$ cat src/rtl/count_ctrl_pkg.sv
// Shared types and widths for the button-driven run/pause/clear count controller.
package count_ctrl_pkg;
  localparam int COUNT_W = 8;

  typedef enum logic [1:0] {
    CC_IDLE  = 2'd0,
    CC_RUN   = 2'd1,
    CC_PAUSE = 2'd2
  } cc_state_t;
endpackage

$ cat src/rtl/btn_debounce.sv
// Raw button -> 2-flop synchroniser -> stable-level debouncer -> one-cycle press pulse.
module btn_debounce #(
  parameter int DEB_CYCLES = 4
) (
  input  logic clk,
  input  logic rst,
  input  logic btn_i,
  output logic press_o
);
  localparam int CW = (DEB_CYCLES > 1) ? $clog2(DEB_CYCLES) : 1;

  logic          meta_q, s_q, deb_q, deb_prev_q;
  logic [CW-1:0] cnt_q;

  // Any sample agreeing with the accepted level restarts qualification.
  always_ff @(posedge clk or negedge rst) begin
    if (!rst) begin
      meta_q     <= 1'b0;
      s_q        <= 1'b0;
      deb_q      <= 1'b0;
      deb_prev_q <= 1'b0;
      cnt_q      <= '0;
    end else begin
      meta_q     <= btn_i;
      s_q        <= meta_q;
      deb_prev_q <= deb_q;
      if (s_q == deb_q) begin
        cnt_q <= '0;
      end else if (cnt_q == CW'(DEB_CYCLES - 1)) begin
        deb_q <= s_q;
        cnt_q <= '0;
      end else begin
        cnt_q <= cnt_q + 1'b1;
      end
    end
  end

  assign press_o = deb_q & ~deb_prev_q;
endmodule

$ cat src/rtl/count_ctrl.sv
// Run/pause/clear FSM gating a prescaled up/down counter for the display chain.
// Build option: COUNT_CTRL_SATURATE_EN makes the count hold at its limits instead of wrapping.
import count_ctrl_pkg::*;

module count_ctrl #(
  parameter int TICK_DIV   = 10,
  parameter int DEB_CYCLES = 4,
  parameter int MAX_COUNT  = 255
) (
  input  logic               clk,
  input  logic               rst,
  input  logic               btn_start,
  input  logic               btn_clear,
  input  logic               btn_dir,
  output logic [COUNT_W-1:0] count,
  output logic               running,
  output logic               dir_down
);
  localparam int PW = $clog2(TICK_DIV);

  logic [2:0] btn_raw, press;
  logic       start_p, clr_p, dir_p;

  assign btn_raw = {btn_dir, btn_clear, btn_start};

  for (genvar g = 0; g < 3; g++) begin : g_btn
    btn_debounce #(.DEB_CYCLES(DEB_CYCLES)) u_deb (
      .clk    (clk),
      .rst    (rst),
      .btn_i  (btn_raw[g]),
      .press_o(press[g])
    );
  end

  assign start_p = press[0];
  assign clr_p   = press[1];
  assign dir_p   = press[2];

  cc_state_t          state_q, state_d;
  logic [PW-1:0]      presc_q, presc_d;
  logic [COUNT_W-1:0] count_q, count_d;
  logic               dir_q, dir_d, running_q, tick;

  function automatic logic [COUNT_W-1:0] step(input logic [COUNT_W-1:0] c, input logic down);
    logic [COUNT_W-1:0] r;
    r = c;
`ifdef COUNT_CTRL_SATURATE_EN
    if (down) r = (c == '0) ? c : c - 1'b1;
    else      r = (c == COUNT_W'(MAX_COUNT)) ? c : c + 1'b1;
`else
    if (down) r = (c == '0) ? COUNT_W'(MAX_COUNT) : c - 1'b1;
    else      r = (c == COUNT_W'(MAX_COUNT)) ? '0 : c + 1'b1;
`endif
    return r;
  endfunction

  // Step uses the pre-toggle direction; clear overrides a same-cycle start or tick.
  always_comb begin
    state_d = state_q;
    presc_d = presc_q;
    count_d = count_q;
    dir_d   = dir_q;
    tick    = (state_q == CC_RUN) && (presc_q == PW'(TICK_DIV - 1));
    if (dir_p) dir_d = ~dir_q;
    if (state_q == CC_RUN) presc_d = tick ? '0 : presc_q + 1'b1;
    if (tick) count_d = step(count_q, dir_q);
    if (clr_p) begin
      state_d = CC_IDLE;
      count_d = '0;
      presc_d = '0;
    end else if (start_p) begin
      case (state_q)
        CC_IDLE: begin
          state_d = CC_RUN;
          presc_d = '0;
        end
        CC_RUN:   state_d = CC_PAUSE;
        CC_PAUSE: state_d = CC_RUN;
        default:  state_d = CC_IDLE;
      endcase
    end
  end

  always_ff @(posedge clk or negedge rst) begin
    if (!rst) begin
      state_q   <= CC_IDLE;
      presc_q   <= '0;
      count_q   <= '0;
      dir_q     <= 1'b0;
      running_q <= 1'b0;
    end else begin
      state_q   <= state_d;
      presc_q   <= presc_d;
      count_q   <= count_d;
      dir_q     <= dir_d;
      running_q <= (state_d == CC_RUN);
    end
  end

  assign count    = count_q;
  assign running  = running_q;
  assign dir_down = dir_q;
endmodule

$ cat config.mk
export PLATFORM = sky130hd
export DESIGN_NAME = count_ctrl
export DESIGN_NICKNAME = d
export VERILOG_FILES = /design/src/rtl/count_ctrl_pkg.sv /design/src/rtl/btn_debounce.sv /design/src/rtl/count_ctrl.sv
export SDC_FILE = /design/constraint.sdc
export NUM_CORES = 1
export LEC_CHECK = 0
export ABC_AREA = 1
export BUFFER_PORTS_ARGS = -buffer_cell sky130_fd_sc_hd__buf_2
export CORE_MARGIN = 1
export CORE_UTILIZATION = 40
export DETAILED_ROUTE_END_ITERATION = 6
export PLACE_DENSITY = 0.66
export REMOVE_ABC_BUFFERS = 1
export SLEW_MARGIN = 40
export SYNTH_ARGS = -nofsm -noshare
export SYNTH_HDL_FRONTEND = slang
export SYNTH_SLANG_ARGS = --single-unit
$ cat constraint.sdc
create_clock -name clk -period 2.9 [get_ports clk]
set_input_delay 0.435 -clock clk [delete_from_list [all_inputs] [get_ports clk]]
set_output_delay 0.435 -clock clk [all_outputs]
set_load 0.005 [all_outputs]
# --- Yosys cells after proc, flatten, opt, wreduce, memory -nomap -nowiden ---
# Index checks and enable logic that the tools add are counted.
totals:
  ff_bits: 34
  out_inout_bits: 10
  elab_cells: 74
classes:
  add_sub_neg: 6
  n_eq_ne: 11
  mux: 19
  bitwise_logic: 10
  n_reduce_logical: 8
ops:
  columns: ["operator", "count"]
  rows:
  - ["$mux 8", 5]
  - ["$mux 4", 5]
  - ["$mux 2", 8]
  - ["$add 8x1->8 const B", 1]
  - ["$eq 2x2->1 const B", 4]
  - ["$eq 8x8->1 const B", 1]
  - ["$logic_not 8->1", 1]
  - ["$sub 8x1->8 const B", 1]
  - ["$not 1->1", 7]
  - ["$add 2x1->2 const B", 3]
  - ["$reduce_and 2->1", 3]
  - ["$add 4x1->4 const B", 1]
  - ["$eq 2x1->1 const B", 2]
  - ["$eq 4x4->1 const B", 1]
  - ["$pmux 2 s2", 1]
  - ["$and 1x1->1", 3]
  - ["$eq 1x1->1", 3]
  - ["$logic_not 2->1", 1]
  - ["$reduce_bool 2->1", 1]
  - ["$reduce_or 2->1", 1]
  - ["$logic_and 1x1->1", 1]

# --- Longest topological paths before layout ---
# Gate-level depths: netlist of run 1.
depth:
  depth_word: 7
  mapped_depth: 9
  ltp_nobuf: 9

# --- Modules after synthesis ---
# Synthesis of run 1 repeated with hierarchy kept, for this count alone.
hier_totals:
  cells_unflattened: 209
  area_unflattened_um2: 1761.7
modules_own_cells:
  columns: ["mod", "n_inst", "cells_per_inst", "area_per_inst_um2", "seq_area_each_um2"]
  rows:
  - ["count_ctrl", 1, 152, 1127.3, 400.4]
  - ["btn_debounce", 3, 19, 211.5, 150.1]

# --- Least setup slack after synthesis of run 1 ---
# No wires, ideal clock.
synth_timing:
  kind: "register to register"
  start: "register count_q[0] (netlist: count[0])"
  end: "register count_q[4] (netlist: count[4])"
  setup_time_ns: 0.121
  arrival_time_ns: 1.260
  required_time_ns: 2.779
  path_slack_ns: 1.519
  path_stages_with_launch: 10
  period_less_slack_ns: 1.381
  cell_sequence: "dfrtp_1 -> inv_1 -> ha_1 -> inv_1 -> nor2_1 -> nand2_1 -> xor2_1 -> nand2_1 -> nand3_1 -> o21ai_1"
synth_between:
  elab_chain_cells: 5
  elab_cells_between_ends: 9
  classes_between: "add/sub: 2; eq/ne: 1; mux: 5; reduce/logical: 1"
synth_rtl:
  columns: ["item", "line", "source"]
  rows:
  - ["from (decl)", "count_ctrl.sv:41", "logic [COUNT_W-1:0] count_q, count_d;"]
  - ["from (signal assigned)", "count_ctrl.sv:94", "count_q <= count_d;"]
  - ["$add 8x1->8, or another cell as far along", "count_ctrl.sv:52", "else r = (c == COUNT_W'(MAX_COUNT)) ? '0 : c + 1'b1;"]
  - ["$mux 8, on equally long branches", "count_ctrl.sv:52, count_ctrl.sv:51", null]
  - ["$mux 8 (*)", "count_ctrl.sv:51", "if (down) r = (c == '0) ? COUNT_W'(MAX_COUNT) : c - 1'b1;"]
  - ["$mux 8 (*)", "count_ctrl.sv:66", "if (tick) count_d = step(count_q, dir_q);"]
  - ["$mux 8 (*)", "count_ctrl.sv:67", "if (clr_p) begin"]
# Every way passes the cells marked *; elsewhere a longest branch is shown, timed or not. The select of a mux whose other input is x is not followed.
# A chain may end at the register's enable or synchronous reset.

# --- Worst setup path after layout of run 1 ---
# Same ends and word-level chain as after synthesis.

==> results of run 1 <==
cells in the mapped netlist, drive strengths merged:
library cell	n	area share
a211oi	1	0.0043
a21oi	4	0.018
buf	2	0.011
clkinv	1	0.0029
dfrtp	34	0.49
ha	8	0.058
inv	28	0.061
nand2	45	0.10
nand3	20	0.061
nand4	4	0.018
nor2	25	0.063
nor3	3	0.0086
o21ai	15	0.048
o22ai	1	0.0036
xnor2	4	0.020
xor2	6	0.030
per-stage QoR:
step           worst slack, ns  area, um2
3_3_place_gp              1.41       1850
2_1_floorplan             1.52       1720
6_report                  1.36       1990
5_1_grt                   1.21       1990
3_5_place_dp              1.39       1850
4_1_cts                   1.36       1990
worst max-delay path, delay by kind of cell (launching register included):
family | cells | cell delay [ns]
AO/OA/AOI/OAI | 1 | 0.07
AND/OR/NAND/NOR | 4 | 0.32
adder cells (fa/ha/maj) | 1 | 0.23
flip-flops | 1 | 0.45
buffers and inverters | 2 | 0.23
XOR/XNOR | 1 | 0.13
cell families (layout without fill, tap and decap cells):
family / after synthesis / after routing / synth area share
compound gates: 21 / 21 / 0.0735
xor+xnor: 10 / 10 / 0.0504
fa+ha+maj: 8 / 8 / 0.0576
buf+inv: 31 / 51 / 0.0742
flops: 34 / 34 / 0.490
simple gates: 97 / 97 / 0.254
worst max-delay path by stage:
stage / start / endpoint / slack, ns
floorplan: count[0] / count[4] / 1.52
CTS: count[0] / count[4] / 1.36
global route: count[0] / count[4] / 1.21
detailed placement: count[0] / count[5] / 1.39
finish: count[0] / count[4] / 1.36
global placement: count[0] / count[4] / 1.41
power groups by stage:
stage               Sequential [mW]  Clock, mW  Combinational [mW]
floorplan                     0.666          0               0.284
global placement              0.682          0               0.368
detailed placement            0.683          0               0.371
CTS                           0.675      0.535               0.375
global route                  0.692      0.559               0.431
finish                        0.674      0.517               0.371
sequential cells by signal, indices dropped and copies added (netlist names):
name,count
count,8
g_btn.u_deb.cnt_q,6
presc_q,4
g_btn.u_deb.deb_prev_q,3
g_btn.u_deb.deb_q,3
g_btn.u_deb.meta_q,3
g_btn.u_deb.s_q,3
state_q,2
dir_down,1
running,1
cell type report:
type                    instances  area share
flip-flops and latches         34       0.427
multi-input cells             136       0.380
inverters                      29      0.0553
repair buffers                 14      0.0365
clock buffers                   5      0.0346
clock inverters                 3      0.0346
well taps                      50      0.0314
layer usage:
metal | wire, um | share of wire | GRT usage | vias up
met5 | 0 | 0 | 0 | -
met4 | 61 | 0.020 | 0.0911 | 0
met3 | 153 | 0.050 | 0.0450 | 6
met2 | 1370 | 0.44 | 0.265 | 38
met1 | 1490 | 0.49 | 0.214 | 613
li1 | - | - | - | 677
==> results.json, run 1 <==
{
  "setup_tns_ns": 0,
  "worst_pin_slew_ns": 0.409,
  "required_ns": 3.07,
  "finalPower_mw": 1.56,
  "first_global_vias": 1318,
  "p_per_area_mw_per_mm2": 785,
  "clock_path_buffers": 2,
  "syn-cell-area_mm2": 0.00174,
  "io_pins": 15,
  "worstSetupStartpointType": "flop",
  "p_sw_frac": 0.313,
  "cts_sinks": 34,
  "grt_max_degree": 35,
  "r2r_slack_ns": 1.36,
  "place_congestion": 0.944,
  "power_switching_mw": 0.489,
  "final_hold_viol_count": 0,
  "drc": 0,
  "period_needed_ns": 1.54,
  "multiInputGateArea_um2": 757,
  "finClkSkew_ns": 0.00814,
  "floorplan.initialDensity": 0.425,
  "rr_worst_depth": 9,
  "antenna_found_initial": 0,
  "final_common_cell": "nand2_1",
  "r2r_start": "count[0]",
  "combPwrFrac": 0.237,
  "relSlewSlack": 0.727,
  "critPathKind": "flop to flop",
  "internal-power_mw": 1.07,
  "crit_chain": "inv_1 > ha_1 > inv_1 > nor2_1 > nand2_1 > xor2_1 > nand2_1 > nand3_1 > o21ai_1",
  "power_frac_seq": 0.432,
  "grtUsageTotal": 0.169,
  "cpPeakStageDelay_ns": 0.45,
  "clk_latency_ns": 0.28,
  "cts_tree": "built",
  "dpl.hpwl_um": 2300,
  "final_max_slew_viol_count": 0,
  "vias": 1334,
  "drt-initial-drc-count": 136,
  "rsz0062_at_grt": "false",
  "period_share": 0.530,
  "cpMaxStageDelayCell": "dfrtp_1",
  "critPathMaxFanout": 6,
  "numPlacedInstances": 263,
  "ys_seq_area_frac": 0.490,
  "yosys_warnings": 0,
  "cts_hold_buf": 0,
  "timing.rr.end": "count[4]",
  "vias_per_cell": 4.92,
  "p_leak_nw": 1.07,
  "cts_setup_buffers": 0,
  "cp-end-kind": "flop",
  "outcome": "completed",
  "syn_inst": 201,
  "worst_hold_slack_ns": 0.0792,
  "num_rows": 23,
  "fill_cells": 387,
  "setup_viol": 0,
  "cts_resized": 0,
  "pwr-share-clk": 0.331,
  "cts_buffers": 5,
  "die_area_mm2": 0.00461,
  "final_util": 0.487,
  "avgSynthCellArea_um2": 8.64,
  "synth-seq-cells": 34,
  "io_buffers": 14,
  "ys_types": 26,
  "fmax_ghz": 0.651,
  "finalNonFillerCells": 271,
  "htree_levels": 2,
  "grt.overflow.total": 0,
  "firstDrtPassIters": 4,
  "cts-root-buf": "clkbuf_8",
  "min_path_type": "primary input to async pin",
  "grt_pass1_wl_um": 5590,
  "clk_pin_slew_worst_paths_ns": 0.07,
  "diodes": 0,
  "ant_nets": 0,
  "fp.dieW_um": 67.9,
  "core_mm2": 0.00409,
  "die_h_um": 67.9,
  "final_cell_mix": "40 x nand2_1, 34 x dfrtp_1, 24 x inv_1",
  "wl_per_cell_um": 11.3,
  "nets": 233,
  "routed_wl_um": 3070,
  "drive_gt1_frac": 0.186,
  "worstPathArrival_ns": 1.71,
  "maxCapViolCount": 0,
  "syn_to_final_growth_pct": 14.6,
  "final-seq-area_um2": 851,
  "ir_worst_vdd_mv": 0.415
}
Power figures use the tool's default switching activity.
==> inputs of run 2 (changes only) <==
- PLACE_DENSITY: 0.66 -> 0.68
- clock period: 2.9 -> 1.35 ns (I/O delays scaled with it)
==> run 2 against run 1 <==
  * Sequential power increased by 110%
  * Setup slack got worse by 1.4 ns
  * Wire length increased by 12%
  * Worst hold slack got worse by 0.055 ns
  * Count of clock-buffer cells in the layout unchanged
  * Utilization increased by 7.5 points
  * Global-route usage decreased by 0.23 points
  * Final area increased by 15%
  * Highest routed layer unchanged
==> results.json, run 2 (synthesized netlist as in run 1, its figures left out) <==
{
  "cpPeakStageDelay_ns": 0.42,
  "ir_worst_vdd_mv": 1.16,
  "worstPathArrival_ns": 1.56,
  "diodes": 0,
  "antenna_found_initial": 0,
  "maxCapViolCount": 0,
  "floorplan.initialDensity": 0.425,
  "finClkSkew_ns": 0.00643,
  "cp-end-kind": "flop",
  "dpl.hpwl_um": 2460,
  "relSlewSlack": 0.723,
  "crit_chain": "inv_2 > ha_2 > nand3_2 > inv_2 > nand2_2 > o21ai_2 > nand2_1 > o21ai_2",
  "cts_tree": "built",
  "clk_latency_ns": 0.28,
  "final_cell_mix": "36 x nand2_1, 32 x dfrtp_1, 23 x buf_4",
  "io_pins": 15,
  "min_path_type": "primary input to flop",
  "die_area_mm2": 0.00461,
  "setup_viol": 0,
  "syn_to_final_growth_pct": 32.2,
  "drt-initial-drc-count": 87,
  "cpMaxStageDelayCell": "dfrtp_1",
  "final_common_cell": "nand2_1",
  "rsz0062_at_grt": "true",
  "grt.overflow.total": 0,
  "required_ns": 1.56,
  "grt_max_degree": 35,
  "vias": 1460,
  "critPathMaxFanout": 4,
  "place_congestion": 0.880,
  "clock_path_buffers": 2,
  "nets": 260,
  "outcome": "completed",
  "first_global_vias": 1300,
  "core_mm2": 0.00409,
  "worstSetupStartpointType": "flop",
  "ant_nets": 0,
  "final_util": 0.562,
  "wl_per_cell_um": 11.5,
  "num_rows": 23,
  "dpl_cell_area_mm2": 0.00199,
  "die_h_um": 67.9,
  "period_share": 0.999,
  "final_hold_viol_count": 0,
  "cts_sinks": 34,
  "fp.dieW_um": 67.9,
  "firstDrtPassIters": 4,
  "drive_gt1_frac": 0.371,
  "clk_pin_slew_worst_paths_ns": 0.07,
  "cts-root-buf": "clkbuf_8",
  "htree_levels": 2,
  "largest_register_ffs": 8,
  "grtUsageTotal": 0.167,
  "io_buffers": 14,
  "critPathKind": "flop to flop",
  "grt_pass1_wl_um": 5550,
  "worst_hold_slack_ns": 0.0238,
  "setup_tns_ns": 0,
  "final_max_slew_viol_count": 0,
  "worst_pin_slew_ns": 0.416,
  "p_per_area_mw_per_mm2": 1510,
  "stdcell_area_mm2": 0.00230,
  "cts_buffers": 5,
  "fmax_ghz": 0.742,
  "vias_per_cell": 4.90,
  "p_leak_nw": 1.20,
  "routed_wl_um": 3430,
  "drc": 0,
  "period_needed_ns": 1.35
}
run 2: cell types whose count changed in the layout (fill, tap and decap cells not counted), sizes merged:
cell / previous run / this run
buf: 14 / 38
dlygate4sd3: 0 / 3
run 2: path summary, 6_finish.rpt:
kind	startpoint	slack (ns)	end	depth (start not counted)
worst max-delay path	count[1]	0.002	count[0]	8
worst min-delay path	btn_dir	0.02	g_btn[2].u_deb.meta_q	1
worst max register to register	count[1]	0.002	count[0]	8
worst min register to register	g_btn[2].u_deb.meta_q	0.35	g_btn[2].u_deb.s_q	0
max in group asynchronous	rst	0.55	count[2]	3
min in group asynchronous	rst	0.47	g_btn[0].u_deb.cnt_q[1]	3
run 2: per-stage QoR:
stage | setup slack [ns] | cells | power [mW]
6_report | 0.00170 | 298 | 3.46
5_1_grt | -0.0938 | 298 | 3.72
4_1_cts | -0.0106 | 291 | 3.47
3_5_place_dp | -0.0245 | 282 | 2.35
3_3_place_gp | -0.0288 | 282 | 2.31
2_1_floorplan | -0.0317 | 199 | 2.04
run 2: what timing repair did:
action,CTS,global route
hold buffers,1,2
pin swaps,1,9
gates resized for setup,2,31
setup endpoints to repair,4,11
buffers inserted,0,5
hold endpoints to repair,34,2
run 2: area by class of cell:
cell class                      instances  area [um2]
Clock inverter                          3        68.8
Sequential cell                        34         853
Timing Repair Buffer                   41         284
Tap cell                               50        62.6
Inverter                               29         110
Multi-Input combinational cell        136         848
Clock buffer                            5        68.8
Fill cell                             345        1790
run 2: critical path, delay by kind of cell, from the launching register on:
family                     cells  cell delay [ns]
AOI/OAI and AO/OA              2             0.19
adders and majority gates      1             0.19
buffers and inverters          2             0.23
DFF                            1             0.42
and+or+nand+nor                3             0.25
run 2: power breakdown:
| part | internal, mW | switching [mW] |
|---|---|---|
| logic | 0.380 | 0.569 |
| clock network | 0.739 | 0.363 |
| registers | 1.27 | 0.140 |
run 2: metal layers:
layer,GRT usage,part of all wire,vias to the layer above
met2,0.269,0.47,44
met1,0.212,0.47,680
met4,0.0781,0.015,0
li1,-,-,730
met3,0.0400,0.047,6
met5,0,0,-
==> inputs of run 3 (changes only) <==
- CORE_UTILIZATION: 40 -> 50
- PLACE_DENSITY: 0.68 -> 0.8
==> run 3 against run 2 <==
  * The flow now finishes with violations (setup timing)
  * Clock skew rose by 0.0064 ns
  * Cell count decreased by 3.4%
  * Maximum frequency is 2.8% lower
  * Utilization up 8.1 points
  * Flip-flop and latch count unchanged
  * Worst hold slack gained 0.33 ns
  * Clock power shrank 47%
  * First-iteration DRC count increased by 47%
  * Largest power group unchanged
==> results.json, run 3 (synthesized netlist as in run 1, its figures left out) <==
{
  "outcome": "finished, violations left",
  "failed_checks": "setup timing",
  "floorplan.initialDensity": 0.520,
  "final_cell_mix": "39 x nand2_1, 33 x dfrtp_1, 19 x inv_1",
  "finClkSkew_ns": 0.0128,
  "critical-path-top-delay-family": "simple AND/OR/NAND/NOR gates",
  "cp_common_cell": "nor2_4",
  "first_global_vias": 1259,
  "pwr-share-clk": 0.203,
  "critPathKind": "flop to flop",
  "final_hold_viol_count": 0,
  "worst_pin_slew_ns": 0.425,
  "p_sw_frac": 0.357,
  "clk_latency_ns": 0.34,
  "ir_worst_vdd_mv": 0.874,
  "clk_pin_slew_worst_paths_ns": 0.11,
  "power_switching_mw": 1.02,
  "p_leak_nw": 1.14,
  "grt_use_met3": 0.0597,
  "grt_max_degree": 35,
  "busiest_layer": "met2",
  "drt-initial-drc-count": 128,
  "finalPower_mw": 2.87,
  "num_rows": 21,
  "drc": 0,
  "die_h_um": 60.9,
  "pre_cts_ws_ns": -0.0712,
  "core_mm2": 0.00334,
  "vias": 1476,
  "htree_levels": 2,
  "place_congestion": 0.954,
  "io_buffers": 14,
  "stdcell_area_mm2": 0.00214,
  "setup_tns_ns": -0.0647,
  "internal-power_mw": 1.85,
  "firstDrtPassIters": 4,
  "diodes": 0,
  "final_max_slew_viol_count": 0,
  "r2r_slack_ns": -0.04,
  "grt_use_met2": 0.334,
  "worstSetupStartpointType": "flop",
  "syn_to_final_growth_pct": 23.5,
  "p_per_area_mw_per_mm2": 1340,
  "power_frac_seq": 0.492,
  "cts-root-buf": "clkbuf_4",
  "setup_viol": 5,
  "crit_chain": "nand2_1 > nor2_1 > nand2_2 > nor2_4 > nor2_4 > nand3_1 > o21ai_1",
  "routed_wl_um": 3490,
  "dpl_cell_area_mm2": 0.00196,
  "fmax_ghz": 0.721,
  "cpMaxStageDelayCell": "dfrtp_1",
  "cts_sinks": 34,
  "cp-end-kind": "flop",
  "fp.dieW_um": 60.9,
  "cpPeakStageDelay_ns": 0.51,
  "drive_gt1_frac": 0.314,
  "grtUsageMet1": 0.259,
  "period_share": 1.03,
  "largest_register_ffs": 8,
  "multiInputGateArea_um2": 827,
  "dpl.hpwl_um": 2400,
  "worstPathArrival_ns": 1.61,
  "critPathMaxFanout": 7,
  "grtUsageTotal": 0.210,
  "grt_pass1_wl_um": 5420,
  "wl_per_cell_um": 12.1,
  "final-seq-area_um2": 852,
  "cts_buffers": 5,
  "io_pins": 15,
  "ant_nets": 0,
  "fill_cells": 274,
  "final_common_cell": "nand2_1",
  "min_path_type": "flop to flop",
  "nets": 254,
  "final_util": 0.643,
  "combPwrFrac": 0.305,
  "vias_per_cell": 5.13,
  "cts_tree": "built",
  "required_ns": 1.57,
  "grt.overflow.total": 0,
  "period_needed_ns": 1.39,
  "rsz0062_at_grt": "true",
  "relSlewSlack": 0.717,
  "fin_ws_ns": -0.0378,
  "clock_path_buffers": 2,
  "die_area_mm2": 0.00371,
  "critPathBufInv": 0,
  "antenna_found_initial": 0,
  "maxCapViolCount": 0
}
[run 3: changes by cell type in the layout (fill, tap and decap cells not counted), moves of 2 or more]
cell,before,now
nand2_1,36,39
nand2_2,8,6
bufinv_16,2,0
buf_4,23,17
nand3_2,8,6
nand3_1,12,14
clkbuf_4,0,5
clkbuf_8,5,1
[run 3: final timing paths]
check | start | to | cells after the start
setup / recovery | count[5] | count[3] | 7
max in group asynchronous | rst | count[3] | 3
min in group asynchronous | rst | g_btn[1].u_deb.deb_q | 3
hold reg to reg | g_btn[2].u_deb.meta_q | g_btn[2].u_deb.s_q | 0
hold / removal | g_btn[2].u_deb.meta_q | g_btn[2].u_deb.s_q | 0
setup reg to reg | count[5] | count[3] | 7
[run 3: layer usage]
layer / share of wire / wire, um
met4: 0.027 / 93
met2: 0.48 / 1670
met3: 0.046 / 160
met5: 0 / 0
met1: 0.45 / 1560
[run 3: area by class of cell]
| cell class | count | area share |
|---|---|---|
| Clock buffer | 7 | 0.0257 |
| Clock inverter | 1 | 0.00233 |
| Inverter | 29 | 0.0513 |
| Multi-Input combinational cell | 136 | 0.386 |
| Sequential cell | 34 | 0.397 |
| Tap cell | 46 | 0.0268 |
| Timing Repair Buffer | 35 | 0.111 |
[run 3: per-stage QoR]
stage	cells	hold slack (ns)
floorplan	199	-0.0931
global placement	274	0.249
detailed placement	274	0.253
CTS	286	0.364
global route	288	0.376
finish	288	0.358
[run 3: repair_timing]
action                                 CTS  global route
hold buffers                             4             0
pin swaps                                2             5
resized for setup                        7            17
buffers inserted                         0             2
setup endpoints to repair                4             8
endpoints found under the hold margin   37             0
[run 3: power groups by stage]
| stage | sequential [mW] | combinational (mW) | clock [mW] |
|---|---|---|---|
| 2_1_floorplan | 1.43 | 0.610 | 0 |
| 3_3_place_gp | 1.42 | 0.832 | 0 |
| 3_5_place_dp | 1.43 | 0.858 | 0 |
| 4_1_cts | 1.42 | 0.868 | 0.608 |
| 5_1_grt | 1.45 | 1.01 | 0.641 |
| 6_report | 1.41 | 0.874 | 0.583 |
